<file path="config.mk">
export PLATFORM = sky130hd
export DESIGN_NAME = muldiv_unit_flat
export DESIGN_NICKNAME = d
export VERILOG_FILES = /design/src/rtl/muldiv_unit_if.sv /design/src/rtl/muldiv_unit.sv /design/src/flat_wrapper.sv
export SDC_FILE = /design/constraint.sdc
export NUM_CORES = 1
export LEC_CHECK = 0
export BUFFER_PORTS_ARGS = -buffer_cell sky130_fd_sc_hd__buf_4
export CELL_PAD_IN_SITES_DETAIL_PLACEMENT = 0
export CELL_PAD_IN_SITES_GLOBAL_PLACEMENT = 1
export CORE_ASPECT_RATIO = 2
export CORE_UTILIZATION = 35
export CTS_CLUSTER_SIZE = 30
export DETAILED_ROUTE_END_ITERATION = 12
export PLACE_DENSITY_LB_ADDON = 0.2
export SLEW_MARGIN = 20
export SYNTH_ARGS = -nofsm -noshare
export SYNTH_HDL_FRONTEND = slang
export SYNTH_SLANG_ARGS = --single-unit
</file>
<file path="constraint.sdc">
create_clock -name clk -period 4 [get_ports clk]
set_input_delay 0.8 -clock clk [delete_from_list [all_inputs] [get_ports clk]]
set_output_delay 0.8 -clock clk [all_outputs]
set_load 0.01 [all_outputs]
</file>
<file path="src/rtl/muldiv_unit_if.sv">
// Operand, mthi/mtlo and result bundle between the execute-stage controller
// and the multi-cycle multiply/divide unit.
interface muldiv_unit_if #(
  parameter int N = 32
) ();
  logic         start;
  logic         op;
  logic [N-1:0] rda;
  logic [N-1:0] rdx;
  logic         hi_we;
  logic         lo_we;
  logic [N-1:0] wdata;
  logic         busy;
  logic         done;
  logic [N-1:0] hi;
  logic [N-1:0] lo;
  logic         div_by_zero;

  modport master (
    output start, op, rda, rdx, hi_we, lo_we, wdata,
    input  busy, done, hi, lo, div_by_zero
  );

  modport slave (
    input  start, op, rda, rdx, hi_we, lo_we, wdata,
    output busy, done, hi, lo, div_by_zero
  );
endinterface

</file>
<file path="src/rtl/muldiv_unit.sv">
// Radix-2 shift-add unsigned multiplier and restoring divider sharing one
// accumulator pair, with architectural HI/LO registers and a busy stall flag.
module muldiv_unit #(
  parameter int N  = 32,
  parameter int CW = 6
) (
  input logic           clk,
  input logic           reset_n,
  muldiv_unit_if.slave  bus
);

  typedef enum logic [1:0] {IDLE, MUL, DIV} state_t;

  state_t        state_q, state_d;
  logic [N-1:0]  acc_q, low_q, opd_q;
  logic [CW-1:0] cnt_q;
  logic          busy_q, done_q, dbz_q;
  logic [N-1:0]  hi_q, lo_q;

  logic          accept, last;
  logic [N:0]    mul_sum, div_rem, div_diff;
  logic          div_borrow;
  logic [N-1:0]  acc_d, low_d;

  always_ff @(posedge clk or negedge reset_n) begin
    if (!reset_n) state_q <= IDLE;
    else          state_q <= state_d;
  end

  always_comb begin
    state_d = state_q;
    accept  = 1'b0;
    last    = (cnt_q == CW'(N - 1));
    case (state_q)
      IDLE: begin
        if (bus.start) begin
          accept  = 1'b1;
          state_d = bus.op ? DIV : MUL;
        end
      end
      MUL, DIV: begin
        if (last) state_d = IDLE;
      end
      default: state_d = IDLE;
    endcase
  end

  // The divider keeps the bit shifted out of R so divisors above 2^(N-1) still work.
  always_comb begin
    mul_sum    = {1'b0, acc_q} + (low_q[0] ? {1'b0, opd_q} : {(N+1){1'b0}});
    div_rem    = {acc_q, low_q[N-1]};
    div_diff   = div_rem - {1'b0, opd_q};
    div_borrow = (div_rem < {1'b0, opd_q});
    acc_d      = acc_q;
    low_d      = low_q;
    case (state_q)
      MUL: begin
        acc_d = mul_sum[N:1];
        low_d = {mul_sum[0], low_q[N-1:1]};
      end
      DIV: begin
        if (div_borrow) begin
          acc_d = div_rem[N-1:0];
          low_d = {low_q[N-2:0], 1'b0};
        end else begin
          acc_d = div_diff[N-1:0];
          low_d = {low_q[N-2:0], 1'b1};
        end
      end
      default: begin
        acc_d = acc_q;
        low_d = low_q;
      end
    endcase
  end

  always_ff @(posedge clk or negedge reset_n) begin
    if (!reset_n) begin
      acc_q  <= '0;
      low_q  <= '0;
      opd_q  <= '0;
      cnt_q  <= '0;
      busy_q <= 1'b0;
      done_q <= 1'b0;
      dbz_q  <= 1'b0;
      hi_q   <= '0;
      lo_q   <= '0;
    end else begin
      done_q <= 1'b0;
      if (accept) begin
        acc_q  <= '0;
        low_q  <= bus.op ? bus.rda : bus.rdx;
        opd_q  <= bus.op ? bus.rdx : bus.rda;
        cnt_q  <= '0;
        busy_q <= 1'b1;
      end else if (state_q != IDLE) begin
        acc_q <= acc_d;
        low_q <= low_d;
        cnt_q <= cnt_q + 1'b1;
        if (last) begin
          cnt_q  <= '0;
          busy_q <= 1'b0;
          done_q <= 1'b1;
          hi_q   <= acc_d;
          lo_q   <= low_d;
          dbz_q  <= (state_q == DIV) && (opd_q == '0);
        end
      end else begin
        if (bus.hi_we) hi_q <= bus.wdata;
        if (bus.lo_we) lo_q <= bus.wdata;
      end
    end
  end

  assign bus.busy        = busy_q;
  assign bus.done        = done_q;
  assign bus.hi          = hi_q;
  assign bus.lo          = lo_q;
  assign bus.div_by_zero = dbz_q;

endmodule
</file>
<file path="src/flat_wrapper.sv">
// flat-port wrapper written by rule: the top's interface ports become plain ports
module muldiv_unit_flat 
#(
  parameter int N  = 32,
  parameter int CW = 6
)
  (clk, reset_n, bus_start, bus_op, bus_rda, bus_rdx, bus_hi_we, bus_lo_we, bus_wdata, bus_busy, bus_done, bus_hi, bus_lo, bus_div_by_zero);
  muldiv_unit_if #(.N(N)) bus_i ();
  input logic clk;
  input logic reset_n;
  input wire logic [$bits(bus_i.start)-1:0] bus_start;
  input wire logic [$bits(bus_i.op)-1:0] bus_op;
  input wire logic [$bits(bus_i.rda)-1:0] bus_rda;
  input wire logic [$bits(bus_i.rdx)-1:0] bus_rdx;
  input wire logic [$bits(bus_i.hi_we)-1:0] bus_hi_we;
  input wire logic [$bits(bus_i.lo_we)-1:0] bus_lo_we;
  input wire logic [$bits(bus_i.wdata)-1:0] bus_wdata;
  output wire logic [$bits(bus_i.busy)-1:0] bus_busy;
  output wire logic [$bits(bus_i.done)-1:0] bus_done;
  output wire logic [$bits(bus_i.hi)-1:0] bus_hi;
  output wire logic [$bits(bus_i.lo)-1:0] bus_lo;
  output wire logic [$bits(bus_i.div_by_zero)-1:0] bus_div_by_zero;
  assign bus_i.start = bus_start;
  assign bus_i.op = bus_op;
  assign bus_i.rda = bus_rda;
  assign bus_i.rdx = bus_rdx;
  assign bus_i.hi_we = bus_hi_we;
  assign bus_i.lo_we = bus_lo_we;
  assign bus_i.wdata = bus_wdata;
  assign bus_busy = bus_i.busy;
  assign bus_done = bus_i.done;
  assign bus_hi = bus_i.hi;
  assign bus_lo = bus_i.lo;
  assign bus_div_by_zero = bus_i.div_by_zero;
  muldiv_unit #(.N(N), .CW(CW)) u_core (.clk(clk), .reset_n(reset_n), .bus(bus_i));
endmodule
</file>
==> results of run 1 <==
## final cells by class
| class | count | area (µm²) |
|---|---|---|
| Timing Repair Buffer | 211 | 1630 |
| Tap cell | 459 | 574 |
| Inverter | 53 | 199 |
| Fill cell | 3787 | 21600 |
| Clock buffer | 17 | 425 |
| Multi-Input combinational cell | 1302 | 8340 |
| Clock inverter | 15 | 148 |
| Sequential cell | 171 | 4280 |
## how the worst max path moves through the flow
stage / slack, ns / endpoint / startpoint
floorplan: 0.81 / u_core.bus.hi[23] / u_core.low_q[0]
finish: 0.17 / u_core.bus.hi[20] / u_core.low_q[31]
global placement: 0.05 / u_core.bus.hi[20] / u_core.low_q[31]
detailed placement: 0.0005 / u_core.bus.hi[20] / u_core.low_q[31]
CTS: 0.15 / u_core.bus.hi[20] / u_core.low_q[31]
global route: 0.02 / u_core.bus.hi[25] / u_core.opd_q[10]
## what timing repair did
| item | CTS | global route |
|---|---|---|
| resized for setup | 1 | 2 |
| pin swaps | 0 | 0 |
| hold endpoints to repair | 0 | 0 |
| endpoints found under the setup margin | 1 | 3 |
## metal layers
metal | up-vias | share of wire, % | wire length, µm | track usage [%]
met2 | 382 | 52 | 26700 | 48.8
met4 | 0 | 3.8 | 1930 | 11.0
met5 | - | 0 | 0 | 0
met3 | 83 | 3.9 | 1990 | 2.78
met1 | 6375 | 40 | 20500 | 32.3
li1 | 6195 | - | - | -
## cells in the final DEF (no fill, tap or decap), types with 39 or more instances in the layout
cell type	synthesis	routed
sky130_fd_sc_hd__a21o_1	72	72
sky130_fd_sc_hd__a21oi_1	195	192
sky130_fd_sc_hd__a221oi_1	41	41
sky130_fd_sc_hd__and2_1	40	39
sky130_fd_sc_hd__buf_4	1	207
sky130_fd_sc_hd__dfrtp_1	171	171
sky130_fd_sc_hd__ha_1	68	65
sky130_fd_sc_hd__inv_1	53	52
sky130_fd_sc_hd__mux2i_1	68	68
sky130_fd_sc_hd__nand2_1	149	149
sky130_fd_sc_hd__nor2_1	178	178
sky130_fd_sc_hd__nor3_1	49	49
sky130_fd_sc_hd__o21ai_0	93	93
## sequential cells by signal, summed over array words and instances, names as in the netlist
signal                  flops
u_core.acc_q               32
u_core.low_q               32
u_core.state_q              2
u_core.bus.div_by_zero      1
u_core.bus.busy             1
u_core.bus.hi              32
u_core.bus.done             1
u_core.cnt_q                6
u_core.bus.lo              32
u_core.opd_q               32
## per-stage QoR
stage / cells / util [%] / instance area, µm² / hold slack (ns) / power, mW
after floorplan: 1638 / - / 13200 / 0.475 / 8.43
after detailed placement: 2196 / 40.4 / 15000 / 0.475 / 11.3
after global placement: 2196 / 40.4 / 15000 / 0.469 / 11.3
after CTS: 2228 / 41.9 / 15600 / 0.435 / 13.0
after global routing: 2228 / 42.0 / 15600 / 0.476 / 14.0
final: 2228 / 42.0 / 15600 / 0.404 / 13.0
## worst max-delay path, stage by stage, from the launching register on
cell	delay, ns
sky130_fd_sc_hd__dfrtp_1	0.41
sky130_fd_sc_hd__inv_1	0.13
sky130_fd_sc_hd__ha_1	0.22
sky130_fd_sc_hd__inv_1	0.07
sky130_fd_sc_hd__fa_1	0.42
sky130_fd_sc_hd__a21oi_2	0.26
sky130_fd_sc_hd__o22ai_1	0.14
sky130_fd_sc_hd__o31a_1	0.35
sky130_fd_sc_hd__a221oi_2	0.44
sky130_fd_sc_hd__o21ai_1	0.24
sky130_fd_sc_hd__xnor2_1	0.18
sky130_fd_sc_hd__a211o_1	0.31
sky130_fd_sc_hd__a211oi_2	0.41
sky130_fd_sc_hd__o22a_1	0.18
## power by group
| part | internal, mW | switching (mW) |
|---|---|---|
| registers | 2.47 | 0.916 |
| logic | 3.16 | 4.83 |
| clock network | 0.830 | 0.819 |
| total | 6.46 | 6.56 |
## kinds of logic (layout without fill, tap and decap cells)
family | Yosys count | count (layout)
buffers and inverters | 165 | 296
XOR/XNOR | 53 | 53
adder cells (fa/ha/maj) | 70 | 70
AO/OA/AOI/OAI | 576 | 576
multiplexers | 79 | 79
AND/OR/NAND/NOR | 524 | 524
flip-flops | 171 | 171
==> results.toml, run 1 <==
[clock_network]
ctsRootBufferMaster = "sky130_fd_sc_hd__clkbuf_16"
cts_buffers = 17
cts_post_setup_buffers_inserted = 0
cts.reportedPaths.clkPinSlew_ns = 0.07
clk-insertion-delay-late_ns = 0.45
tritoncts = "built"
cts.htree.levels = 4
cts.hold.buffers_added = 0
clock_sink_count = 171
ctsLongestPathBuffers = 2

[die]
fp.coreArea_um2 = 37200
die_ht_um = 277
die-area_um2 = 38500
rows = 100
floorplan.initialDensity_pct = 35.5
floorplan.die.width_um = 139
floorplan.io_pins = 169

[global_route]
grt_pass1_wl_um = 79400
grt_pass1_vias = 13102
initial_antenna_violation_count = 0
global_router_s_overall_resource_usage_pct = 27.0
maximum_number_of_pins_on_one_net_before_global_route_repair = 89
grt_overflow = 0

[logic_synthesis]
synth_simple_gate_area_share_pct = 18.1
synth_most_common_cell = "sky130_fd_sc_hd__a21oi_1"
post_synthesis_instance_area_um2 = 13200
synth.distinct_cells = 75
cell_type_contributing_the_most_total_cell_area_after_synthesis = "sky130_fd_sc_hd__dfrtp_1"
synth-edff-count = 0
synth_nets = 1810
synth-main-ff-cell = "sky130_fd_sc_hd__dfrtp_1"
yosys.area_share.adder_pct = 6.75
syn_inst = 1638
ys_ff_latch = 171
muxShareOfSynthArea_pct = 6.10
synth-seq-area-share_pct = 32.4
post_synth_main_area_contributors = "sky130_fd_sc_hd__dfrtp_1 32%, sky130_fd_sc_hd__a21oi_1 7.4%, sky130_fd_sc_hd__ha_1 6.4%"
yosys_warnings = 0
post_synth_xor_area_fraction_pct = 3.52
yosys-top-cells-count = "195 x sky130_fd_sc_hd__a21oi_1, 178 x sky130_fd_sc_hd__nor2_1, 171 x sky130_fd_sc_hd__dfrtp_1"
synth_top_cell_area_share_pct = 32.4
synth_top_family_by_area = "compound AO/OA/AOI/OAI gates"
synth_area_per_cell_um2 = 8.06
synth_compound_gate_area_share_pct = 28.4
asyncSetResetFlopFracSynth_pct = 100

[routing]
avgViaCountPerCell = 5.85
post-route-drc-count = 0
drt-wirelength-per-cell_um = 23.0
drt-initial-drc-count = 991
wirelength_um = 51200
drt_pass1_iterations = 5
ant_nets = 0
vias = 13035

[timing]
worst_clock_skew_ns = 0.0118
period_needed_ns = 3.83
final-setup-viol-count = 0
finalSetupTns_ns = 0
timing.final.crit_share_pct = 95.8
worst_slack_ns = 0.167
achievable-frequency_mhz = 261
final_max_slew_viol_count = 0
grt_setup_unrepaired = "no"
final-hold-violation-count = 0
tightestPinTransition_ns = 0.835
worst_slew_margin_rel_pct = 44.3

[status]
result_of_the_run = "finished clean"

[critical_path]
critical_path.endpoint_type = "flop"
crit_required_ns = 4.39
cp_data_arrival_time_ns = 4.22
worstRegToRegCells = 13
path_max_fanout = 3
timing.setup.critical_path_class = "reg -> reg"
worst_r2r_startpoint = "u_core.low_q[31]"
regToRegEndpoint = "u_core.bus.hi[20]"
startpoint_type = "flop"
worst-r2r-setup-slack_ns = 0.17

[pwr]
power_per_cell_area_nw_per_um2 = 835
power.leakage_nw = 7.45
vdd.ir_drop.worst_mv = 0.411

[layout]
synthToLayoutAreaGrowth_pct = 18.1
num-nets-final = 1928
post_route_cells_drive_above_1_share_pct = 15.8
diodes = 0

[placement]
routabilityCongestion = 0.955
dp.final_hpwl_um = 39600
port_buffers = 168
place_worst_setup_slack_ns = 0.000548

[run]
maxCapViolCount = 0

[min_path]
worstHoldPathType = "in -> async"
Note: power is estimated with default switching activity, not from simulation.
==> run 2: changes to the inputs <==
==> constraint.sdc (replaced) <==
create_clock -name clk -period 4.4 [get_ports clk]
set_input_delay 0.88 -clock clk [delete_from_list [all_inputs] [get_ports clk]]
set_output_delay 0.88 -clock clk [all_outputs]
set_load 0.01 [all_outputs]
==> results.toml, run 2 (synthesized netlist as in run 1, its figures left out) <==
[clock_network]
ctsRootBufferMaster = "sky130_fd_sc_hd__clkbuf_16"
cts-resized-gates = 0
clk-insertion-delay-late_ns = 0.45
clock_sink_count = 171
cts_post_setup_buffers_inserted = 0
ctsLongestPathBuffers = 2
cts.hold.buffers_added = 0
cts.htree.levels = 4
cts_buffers = 17
cts.reportedPaths.clkPinSlew_ns = 0.07
tritoncts = "built"

[pwr]
combPwrFrac_pct = 60.1
swShare_pct = 49.7
seq_power_share_pct = 25.9
netSwitchingPower_mw = 5.93
power.leakage_nw = 7.39
clock_power_share_pct = 14.0
vdd.ir_drop.worst_mv = 0.368
power_per_cell_area_nw_per_um2 = 770
internal-power_mw = 6.01

[status]
result_of_the_run = "finished clean"

[layout]
synthToLayoutAreaGrowth_pct = 17.5
layout.cells.most_common_list = "193 x sky130_fd_sc_hd__a21oi_1, 191 x sky130_fd_sc_hd__buf_4, 177 x sky130_fd_sc_hd__nor2_1"
final_common_cell = "sky130_fd_sc_hd__a21oi_1"
layout.cells.non_filler = 2211
num-nets-final = 1911
diodes = 0
post-route-cell-area_um2 = 15500
fin_util_pct = 41.7
post_route_cells_drive_above_1_share_pct = 14.8
n_fill_cell = 3740

[timing]
timing.final.crit_share_pct = 95.4
worst_clock_skew_ns = 0.00995
final-hold-violation-count = 0
worst_slew_margin_rel_pct = 27.9
final-setup-viol-count = 0
achievable-frequency_mhz = 238
finalSetupTns_ns = 0
period_needed_ns = 4.20
grt_setup_unrepaired = "no"
tightestPinTransition_ns = 1.08
worst_slack_ns = 0.204
final_max_slew_viol_count = 0

[die]
die_ht_um = 277
fp.coreArea_um2 = 37200
floorplan.initialDensity_pct = 35.5
rows = 100
floorplan.io_pins = 169
floorplan.die.width_um = 139
die-area_um2 = 38500

[routing]
vias = 13117
drt-wirelength-per-cell_um = 23.4
ant_nets = 0
wirelength_um = 51800
post-route-drc-count = 0
drt-initial-drc-count = 889
avgViaCountPerCell = 5.93
drt_pass1_iterations = 5

[critical_path]
worst_path_largest_cell_delay_ns = 0.56
path_max_fanout = 3
crit_required_ns = 4.78
cp_data_arrival_time_ns = 4.58
critical_path.cell_chain = "inv_1 > ha_1 > inv_1 > fa_1 > a21oi_1 > o22ai_1 > o31a_1 > a221oi_2 > o21ai_1 > xnor2_1 > a211o_1 > a211oi_1 > o22a_1"
timing.setup.critical_path_class = "reg -> reg"
startpoint_type = "flop"
critical_path.endpoint_type = "flop"
crit_top_cell = "sky130_fd_sc_hd__inv_1"
timing.critical_path.slowest_stage_cell = "sky130_fd_sc_hd__a221oi_2"

[placement]
routabilityCongestion = 0.977
dp.final_hpwl_um = 39700
dp.cells = 2179
place_worst_setup_slack_ns = 0.279
dpl-instance-area_um2 = 14900
port_buffers = 168

[global_route]
grt_overflow = 0
grt_pass1_vias = 13081
grt_pass1_wl_um = 79000
maximum_number_of_pins_on_one_net_before_global_route_repair = 96
global_router_s_overall_resource_usage_pct = 27.2
initial_antenna_violation_count = 0

[run]
maxCapViolCount = 0

[min_path]
worstHoldPathType = "in -> async"
-- run 2: per-stage QoR --
stage,power [mW],hold WS (ns)
2_1_floorplan,7.67,0.475
3_3_place_gp,10.2,0.472
3_5_place_dp,10.2,0.475
4_1_cts,11.9,0.494
5_1_grt,12.8,0.518
6_report,11.9,0.488
-- run 2: worst max-delay path, delay by kind of cell (launching register included) --
| kind | cells | cell delay, ns |
|---|---|---|
| buf+inv | 2 | 0.22 |
| compound gates | 8 | 2.67 |
| flops | 1 | 0.39 |
| fa+ha+maj | 2 | 0.64 |
| xor+xnor | 1 | 0.20 |
-- run 2: path summary, 6_finish.rpt --
| kind | cells after the start | from | endpoint | slack [ns] |
|---|---|---|---|---|
| max | 13 | u_core.low_q[31] | u_core.bus.hi[20] | 0.20 |
| min | 1 | reset_n | u_core.bus.lo[6] | 0.49 |
| max reg2reg | 13 | u_core.low_q[31] | u_core.bus.hi[20] | 0.20 |
| min reg2reg | 2 | u_core.bus.lo[7] | u_core.bus.lo[7] | 0.49 |
| max in group asynchronous | 2 | reset_n | u_core.opd_q[20] | 2.96 |
| min in group clk | 2 | u_core.bus.lo[7] | u_core.bus.lo[7] | 0.49 |
-- run 2: power by group through the flow --
stage	Clock (mW)	Sequential (mW)	Combinational (mW)
after global placement	0	3.10	7.07
after global routing	1.77	3.17	7.88
after detailed placement	0	3.09	7.11
final	1.67	3.09	7.17
after floorplan	0	2.85	4.81
after CTS	1.72	3.07	7.16
-- run 2: final cells by class --
type	count	area [µm²]	share of cell area, %
multi-input cells	1302	8330	53.7
flip-flops and latches	171	4280	27.6
repair buffers	194	1490	9.59
well taps	459	574	3.70
clock buffers	18	429	2.77
clock inverters	14	209	1.35
inverters	53	199	1.28
-- run 2: routing by layer --
| layer | global-route usage, % | share of wire (%) | up-vias |
|---|---|---|---|
| met2 | 48.9 | 52 | 436 |
| met4 | 13.1 | 4.6 | 0 |
| met3 | 2.87 | 4.1 | 108 |
| met1 | 31.8 | 39 | 6411 |
| met5 | 0 | 0 | - |
| li1 | - | - | 6162 |
